==> src/rtl/imem_loader.sv <==
// Host-side instruction memory loader: packs a valid/ready byte stream into
// little-endian SIZE-bit words and writes them while the CPU is held.
module imem_loader #(
  parameter int SIZE   = 64,
  parameter int ADDR_W = 8,
  parameter int DEPTH  = 256
) (
  input  logic              clk,
  input  logic              rst_n,
  input  logic              start,
  input  logic [ADDR_W-1:0] base_index,
  input  logic [ADDR_W:0]   word_count,
  input  logic              in_valid,
  input  logic [7:0]        in_data,
  output logic              in_ready,
  output logic [ADDR_W-1:0] imem_index,
  output logic [SIZE-1:0]   imem_data,
  output logic              imem_en,
  output logic              imem_wr,
  output logic              cpu_hold,
  output logic              busy,
  output logic              done,
  output logic              err,
  output logic [SIZE-1:0]   checksum
);

  localparam int BYTES = SIZE / 8;
  localparam int BC_W  = (BYTES > 1) ? $clog2(BYTES) : 1;
  localparam logic [ADDR_W:0]   DEPTH_C   = (ADDR_W+1)'(DEPTH);
  localparam logic [ADDR_W-1:0] LAST_IDX  = ADDR_W'(DEPTH - 1);
  localparam logic [BC_W-1:0]   LAST_BYTE = BC_W'(BYTES - 1);

  typedef enum logic [1:0] {S_IDLE, S_LOAD, S_WRITE, S_DONE} state_t;

  state_t            state, state_nx;
  logic [BC_W-1:0]   byte_cnt, byte_cnt_nx;
  logic [SIZE-1:0]   word_buf, word_nx;
  logic [ADDR_W-1:0] index, index_nx;
  logic [ADDR_W:0]   remain, remain_nx;
  logic [SIZE-1:0]   chk_nx, imem_data_nx;
  logic [ADDR_W-1:0] imem_index_nx;
  logic              err_nx;

  always_comb begin
    state_nx      = state;
    byte_cnt_nx   = byte_cnt;
    word_nx       = word_buf;
    index_nx      = index;
    remain_nx     = remain;
    chk_nx        = checksum;
    imem_data_nx  = imem_data;
    imem_index_nx = imem_index;
    err_nx        = 1'b0;
    case (state)
      S_IDLE: begin
        if (start) begin
          if (word_count == '0) begin
            chk_nx   = '0;
            state_nx = S_DONE;
          end else if (word_count > DEPTH_C) begin
            err_nx = 1'b1;
          end else begin
            index_nx    = base_index;
            remain_nx   = word_count;
            byte_cnt_nx = '0;
            chk_nx      = '0;
            state_nx    = S_LOAD;
          end
        end
      end
      S_LOAD: begin
        if (in_valid && in_ready) begin
          for (int unsigned k = 0; k < BYTES; k++) begin
            if (byte_cnt == BC_W'(k)) word_nx[8*k +: 8] = in_data;
          end
          if (byte_cnt == LAST_BYTE) begin
            // Word goes straight to the output register so it is valid during WRITE.
            imem_data_nx  = word_nx;
            imem_index_nx = index;
            state_nx      = S_WRITE;
          end else begin
            byte_cnt_nx = byte_cnt + BC_W'(1);
          end
        end
      end
      S_WRITE: begin
        chk_nx    = checksum ^ imem_data;
        remain_nx = remain - (ADDR_W+1)'(1);
        if (remain == (ADDR_W+1)'(1)) begin
          state_nx = S_DONE;
        end else begin
          index_nx    = (index == LAST_IDX) ? '0 : index + ADDR_W'(1);
          byte_cnt_nx = '0;
          state_nx    = S_LOAD;
        end
      end
      default: state_nx = S_IDLE;
    endcase
  end

  // Status outputs are decoded from the next state so they are registered
  // yet line up with the state they describe.
  always_ff @(posedge clk or negedge rst_n) begin
    if (!rst_n) begin
      state      <= S_IDLE;
      byte_cnt   <= '0;
      word_buf   <= '0;
      index      <= '0;
      remain     <= '0;
      checksum   <= '0;
      imem_data  <= '0;
      imem_index <= '0;
      imem_en    <= 1'b0;
      imem_wr    <= 1'b0;
      in_ready   <= 1'b0;
      cpu_hold   <= 1'b0;
      busy       <= 1'b0;
      done       <= 1'b0;
      err        <= 1'b0;
    end else begin
      state      <= state_nx;
      byte_cnt   <= byte_cnt_nx;
      word_buf   <= word_nx;
      index      <= index_nx;
      remain     <= remain_nx;
      checksum   <= chk_nx;
      imem_data  <= imem_data_nx;
      imem_index <= imem_index_nx;
      imem_en    <= (state_nx == S_WRITE);
      imem_wr    <= (state_nx == S_WRITE);
      in_ready   <= (state_nx == S_LOAD);
      cpu_hold   <= (state_nx == S_LOAD) || (state_nx == S_WRITE);
      busy       <= (state_nx == S_LOAD) || (state_nx == S_WRITE);
      done       <= (state_nx == S_DONE);
      err        <= err_nx;
    end
  end

endmodule

==> config.mk <==
export PLATFORM = sky130hd
export DESIGN_NAME = imem_loader
export DESIGN_NICKNAME = d
export VERILOG_FILES = /design/src/rtl/imem_loader.sv
export SDC_FILE = /design/constraint.sdc
export NUM_CORES = 1
export LEC_CHECK = 0
export BUFFER_PORTS_ARGS = -buffer_cell sky130_fd_sc_hd__buf_2
export CORE_MARGIN = 3
export CORE_UTILIZATION = 58
export CTS_BUF_LIST = sky130_fd_sc_hd__clkbuf_8
export DETAILED_ROUTE_END_ITERATION = 8
export PLACE_DENSITY = 0.92
export SYNTH_ARGS = -nofsm -noshare
export SYNTH_HDL_FRONTEND = slang
export SYNTH_SLANG_ARGS = --single-unit
export TNS_END_PERCENT = 100
==> constraint.sdc <==
create_clock -name clk -period 3 [get_ports clk]
set_clock_uncertainty 0.2 [all_clocks]
set_input_delay 0.3 -clock clk [delete_from_list [all_inputs] [get_ports clk]]
set_output_delay 0.3 -clock clk [all_outputs]
set_load 0.01 [all_outputs]
==> impl_metrics.prom <==
# TYPE chip_impl_metric gauge
chip_impl_info{name="status",value="finished, final reports clean"} 1
chip_impl_info{name="path_delay_family",value="buffers and inverters"} 1
chip_impl_metric{name="ys_async_sr_fraction",unit="%"} 100
chip_impl_metric{name="portBuffers",unit=""} 171
chip_impl_metric{name="drt_first_pass_iters",unit=""} 5
chip_impl_metric{name="placement.setup.worst_slack",unit="ns"} 0.401
chip_impl_metric{name="synthesis.area_per_instance",unit="sq um"} 10.8
chip_impl_metric{name="clkLatencyLatePin",unit="ns"} 0.52
chip_impl_metric{name="post_synth_inst_count",unit=""} 893
chip_impl_metric{name="viasPerCell",unit=""} 5.44
chip_impl_metric{name="boundaryPins",unit=""} 172
chip_impl_metric{name="floorplan.initialDensity",unit="%"} 60.1
chip_impl_metric{name="cts_setup_buffers",unit=""} 0
chip_impl_metric{name="synth_nets",unit=""} 934
chip_impl_metric{name="routabilityCongestion",unit=""} 0.841
chip_impl_metric{name="critPathMaxStageDelay",unit="ns"} 0.60
chip_impl_metric{name="min_period",unit="ns"} 2.92
chip_impl_metric{name="num_antenna_cells",unit=""} 0
chip_impl_metric{name="crit_path_max_fanout",unit=""} 10
chip_impl_info{name="tritoncts_clock_tree",value="built"} 1
chip_impl_metric{name="synthDistinctLibCells",unit=""} 52
chip_impl_metric{name="max_slew.worst_pin.slew",unit="ns"} 0.814
chip_impl_metric{name="fmax",unit="MHz"} 343
chip_impl_metric{name="yosysWarningCount",unit=""} 0
chip_impl_metric{name="drt_drc_violations_left",unit=""} 0
chip_impl_info{name="reg2reg_from",value="state[1]"} 1
chip_impl_metric{name="num_vias",unit=""} 7212
chip_impl_info{name="synthTopCellsByArea",value="dfrtp_1, nand2_1, mux2_2"} 1
chip_impl_metric{name="grt_pass1_vias",unit=""} 7348
chip_impl_metric{name="grt_remaining_overflow",unit=""} 0
chip_impl_metric{name="critical_path_buf_inv_count",unit=""} 3
chip_impl_metric{name="antenna_found_initial",unit=""} 0
chip_impl_info{name="synth_top_cell_by_area",value="dfrtp_1"} 1
chip_impl_info{name="worstSetupEndpointType",value="flop"} 1
chip_impl_info{name="worstSetupPathType",value="input port to flop"} 1
chip_impl_metric{name="cts.htree.levels",unit=""} 2
chip_impl_metric{name="cts_buffers",unit=""} 35
chip_impl_metric{name="power_report.internal_total",unit="mW"} 7.28
chip_impl_metric{name="fin_worst_hold_slack",unit="ns"} 0.0333
chip_impl_metric{name="die_x",unit="um"} 135
chip_impl_metric{name="synth-seq-area-share",unit="%"} 56.8
chip_impl_info{name="crit_top_cell",value="dlygate4sd3_1"} 1
chip_impl_metric{name="synth_edf_count",unit=""} 0
chip_impl_metric{name="reg2reg_setup_slack",unit="ns"} 0.39
chip_impl_metric{name="timing.final.setup_violations",unit=""} 0
chip_impl_metric{name="total_leakage_power",unit="nW"} 6.05
chip_impl_metric{name="clock_sink_count",unit=""} 219
chip_impl_metric{name="power.density",unit="nW/um^2"} 972
chip_impl_info{name="ys_top_cells_by_count",value="dfrtp_1, nand2_1, nor2_1"} 1
chip_impl_metric{name="proportion_of_total_power_due_to_net_switching",unit="%"} 35.6
chip_impl_metric{name="detail_route.iter0.violations",unit=""} 418
chip_impl_info{name="r2r_endpoint",value="remain[2]"} 1
chip_impl_metric{name="fillerInstances",unit=""} 1077
chip_impl_metric{name="fin_crit_sh",unit="%"} 97.3
chip_impl_info{name="clk_root_buffer_cell",value="clkbuf_8"} 1
chip_impl_metric{name="clock_transition_at_path_regs",unit="ns"} 0.07
chip_impl_info{name="ys_dominant_reg_cell",value="dfrtp_1"} 1
chip_impl_info{name="worstSetupStartpointType",value="input port"} 1
chip_impl_metric{name="power_frac_comb",unit="%"} 32.6
chip_impl_info{name="synthMostInstantiatedCell",value="dfrtp_1"} 1
chip_impl_metric{name="detailed_place_hpwl",unit="um"} 14600
chip_impl_info{name="grt_setup_unrepaired",value="no"} 1
chip_impl_metric{name="total_die_area",unit="sq um"} 18200
chip_impl_metric{name="timing.final.hold_violations",unit=""} 0
chip_impl_info{name="cp_cell_sequence",value="dlygate4sd3_1, buf_2, or4_1, o21ai_1, a31o_2, a22oi_1, dlygate4sd3_1"} 1
chip_impl_metric{name="syn_area",unit="sq um"} 9650
chip_impl_info{name="slowest_stage",value="dlygate4sd3_1"} 1
chip_impl_metric{name="core.rowCount",unit=""} 46
chip_impl_metric{name="seqPwrFrac",unit="%"} 45.6
chip_impl_metric{name="post_route_cells_drive_above_1_share",unit="%"} 27.7
chip_impl_metric{name="whs_path_depth",unit=""} 4
chip_impl_metric{name="grt_max_degree",unit=""} 91
chip_impl_metric{name="timing_max_transition_violations_final",unit=""} 0
chip_impl_metric{name="fin_tns_setup",unit="ns"} 0
chip_impl_metric{name="detail_route.wirelength",unit="um"} 23000
chip_impl_metric{name="ir_drop",unit="mV"} 0.662
chip_impl_metric{name="synth_top_area_share",unit="%"} 56.8
chip_impl_metric{name="worst_ep_arrival_time",unit="ns"} 3.11
chip_impl_metric{name="coreArea",unit="sq um"} 16100
chip_impl_metric{name="global_route.usage.total",unit="%"} 25.8
chip_impl_metric{name="crit_required",unit="ns"} 3.19
chip_impl_info{name="sink_of_the_worst_hold_path",value="remain[0]"} 1
chip_impl_metric{name="finalNetCount",unit=""} 1133
chip_impl_info{name="min_path_type",value="input port to flop"} 1
chip_impl_metric{name="final_critical_path_setup_slack",unit="ns"} 0.0824
chip_impl_metric{name="area_delta_synth_final",unit="%"} 20.5
chip_impl_metric{name="detail_route.wl_per_cell",unit="um"} 17.3
chip_impl_metric{name="cts-root-to-sink-buffers",unit=""} 3
chip_impl_metric{name="ys_ff_latch",unit=""} 219
chip_impl_metric{name="r2r_cells",unit=""} 7
chip_impl_metric{name="netSwitchingPower",unit="mW"} 4.02
chip_impl_metric{name="die-height",unit="um"} 135
chip_impl_metric{name="postRouteAntennaNets",unit=""} 0
chip_impl_metric{name="slew_headroom",unit="%"} 45.7
chip_impl_info{name="min_from",value="word_count[0]"} 1
chip_impl_metric{name="drv_cap",unit=""} 0
chip_impl_metric{name="p_clk_share",unit="%"} 21.9
chip_impl_metric{name="grt_pass1_wl",unit="um"} 37800
==> sequential cells by signal, summed over array words and instances (netlist names), 2 cells and up <==
| register | count |
|---|---|
| byte_cnt | 3 |
| checksum | 64 |
| imem_data | 64 |
| imem_index | 8 |
| index | 8 |
| remain | 9 |
| state | 2 |
| word_buf | 56 |
==> per-layer routing <==
| metal | up-vias | part of all wire [%] | GRT usage (%) |
|---|---|---|---|
| li1 | 3360 | - | - |
| met1 | 3529 | 42 | 34.7 |
| met2 | 270 | 49 | 43.1 |
| met3 | 53 | 6.3 | 4.99 |
| met4 | 0 | 2.3 | 7.78 |
| met5 | - | 0 | 0 |
==> through the flow <==
stage / instances / utilization, % / power (mW) / area, sq um
after global routing: 1326 / 72.4 / 12.0 / 11600
after floorplan: 893 / - / 7.29 / 9650
after detailed placement: 1246 / 66.8 / 8.76 / 10700
final: 1326 / 72.4 / 11.3 / 11600
after CTS: 1326 / 72.4 / 11.3 / 11600
after global placement: 1246 / 66.8 / 8.54 / 10700
==> power groups by stage <==
stage | Clock (mW) | Sequential (mW) | Combinational (mW)
6_report | 2.47 | 5.15 | 3.68
5_1_grt | 2.65 | 5.30 | 4.07
4_1_cts | 2.49 | 5.11 | 3.69
3_5_place_dp | 0 | 5.14 | 3.62
3_3_place_gp | 0 | 5.08 | 3.45
2_1_floorplan | 0 | 5.28 | 2.01
==> worst min-delay path: cells and delay by family <==
family / cells / cell delay [ns]
buf+inv: 1 / 0.11
mux: 1 / 0.15
simple gates: 1 / 0.08
compound gates: 1 / 0.06
==> cell type report <==
| class | count | area, sq um | area share, % |
|---|---|---|---|
| Timing Repair Buffer | 210 | 1260 | 10.8 |
| Tap cell | 216 | 270 | 2.32 |
| Inverter | 11 | 41.3 | 0.355 |
| Clock buffer | 42 | 578 | 4.97 |
| Sequential cell | 219 | 5480 | 47.1 |
| Multi-Input combinational cell | 615 | 3920 | 33.7 |
| Clock inverter | 13 | 81.3 | 0.699 |
==> worst max-delay path by stage <==
stage,to,cells past startpoint,start
after floorplan,index[0],6,word_count[3]
after global placement,index[3],6,word_count[7]
after detailed placement,index[3],6,word_count[7]
after CTS,remain[2],7,word_count[7]
after global routing,remain[2],7,word_count[7]
final,remain[2],7,word_count[7]
==> layout by cell type (no fill, tap or decap), drive strengths merged, types with 2 or more instances in the layout <==
master,netlist,final
inv,10,17
nand3,9,9
o32ai,2,2
xor2,67,67
or3,5,5
ha,12,12
clkbuf,36,42
a31oi,6,6
dlygate4sd3,0,25
a21oi,13,13
nand2,190,190
nor3,7,7
clkinv,1,6
dfrtp,219,219
o21ai,70,70
or2,2,2
nor4,2,2
o31ai,4,4
o22ai,2,2
nor2,82,82
mux2,61,61
buf,12,185
nand4,2,2
and2,3,3
mux2i,56,56
or4,3,3
nor3b,2,2
==> logic make-up (layout without fill, tap and decap cells) <==
family / count (synthesis) / after routing / share of synthesized area [%]
and+or+nand+nor: 313 / 313 / 13.6
DFF: 219 / 219 / 56.8
muxes: 117 / 117 / 13.1
AOI/OAI and AO/OA: 106 / 106 / 6.17
xor gates and xnor gates: 67 / 67 / 6.08
buffers and inverters: 59 / 276 / 2.80
adders and majority gates: 12 / 12 / 1.56
==> timing repair <==
| action | 4_1_cts | 5_1_grt |
|---|---|---|
| setup endpoints to repair | 0 | 1 |
| hold buffers | 25 | 0 |
| hold endpoints to repair | 111 | 0 |
| resized for setup | 0 | 1 |
No activity file was read; power rests on OpenSTA's default activity.
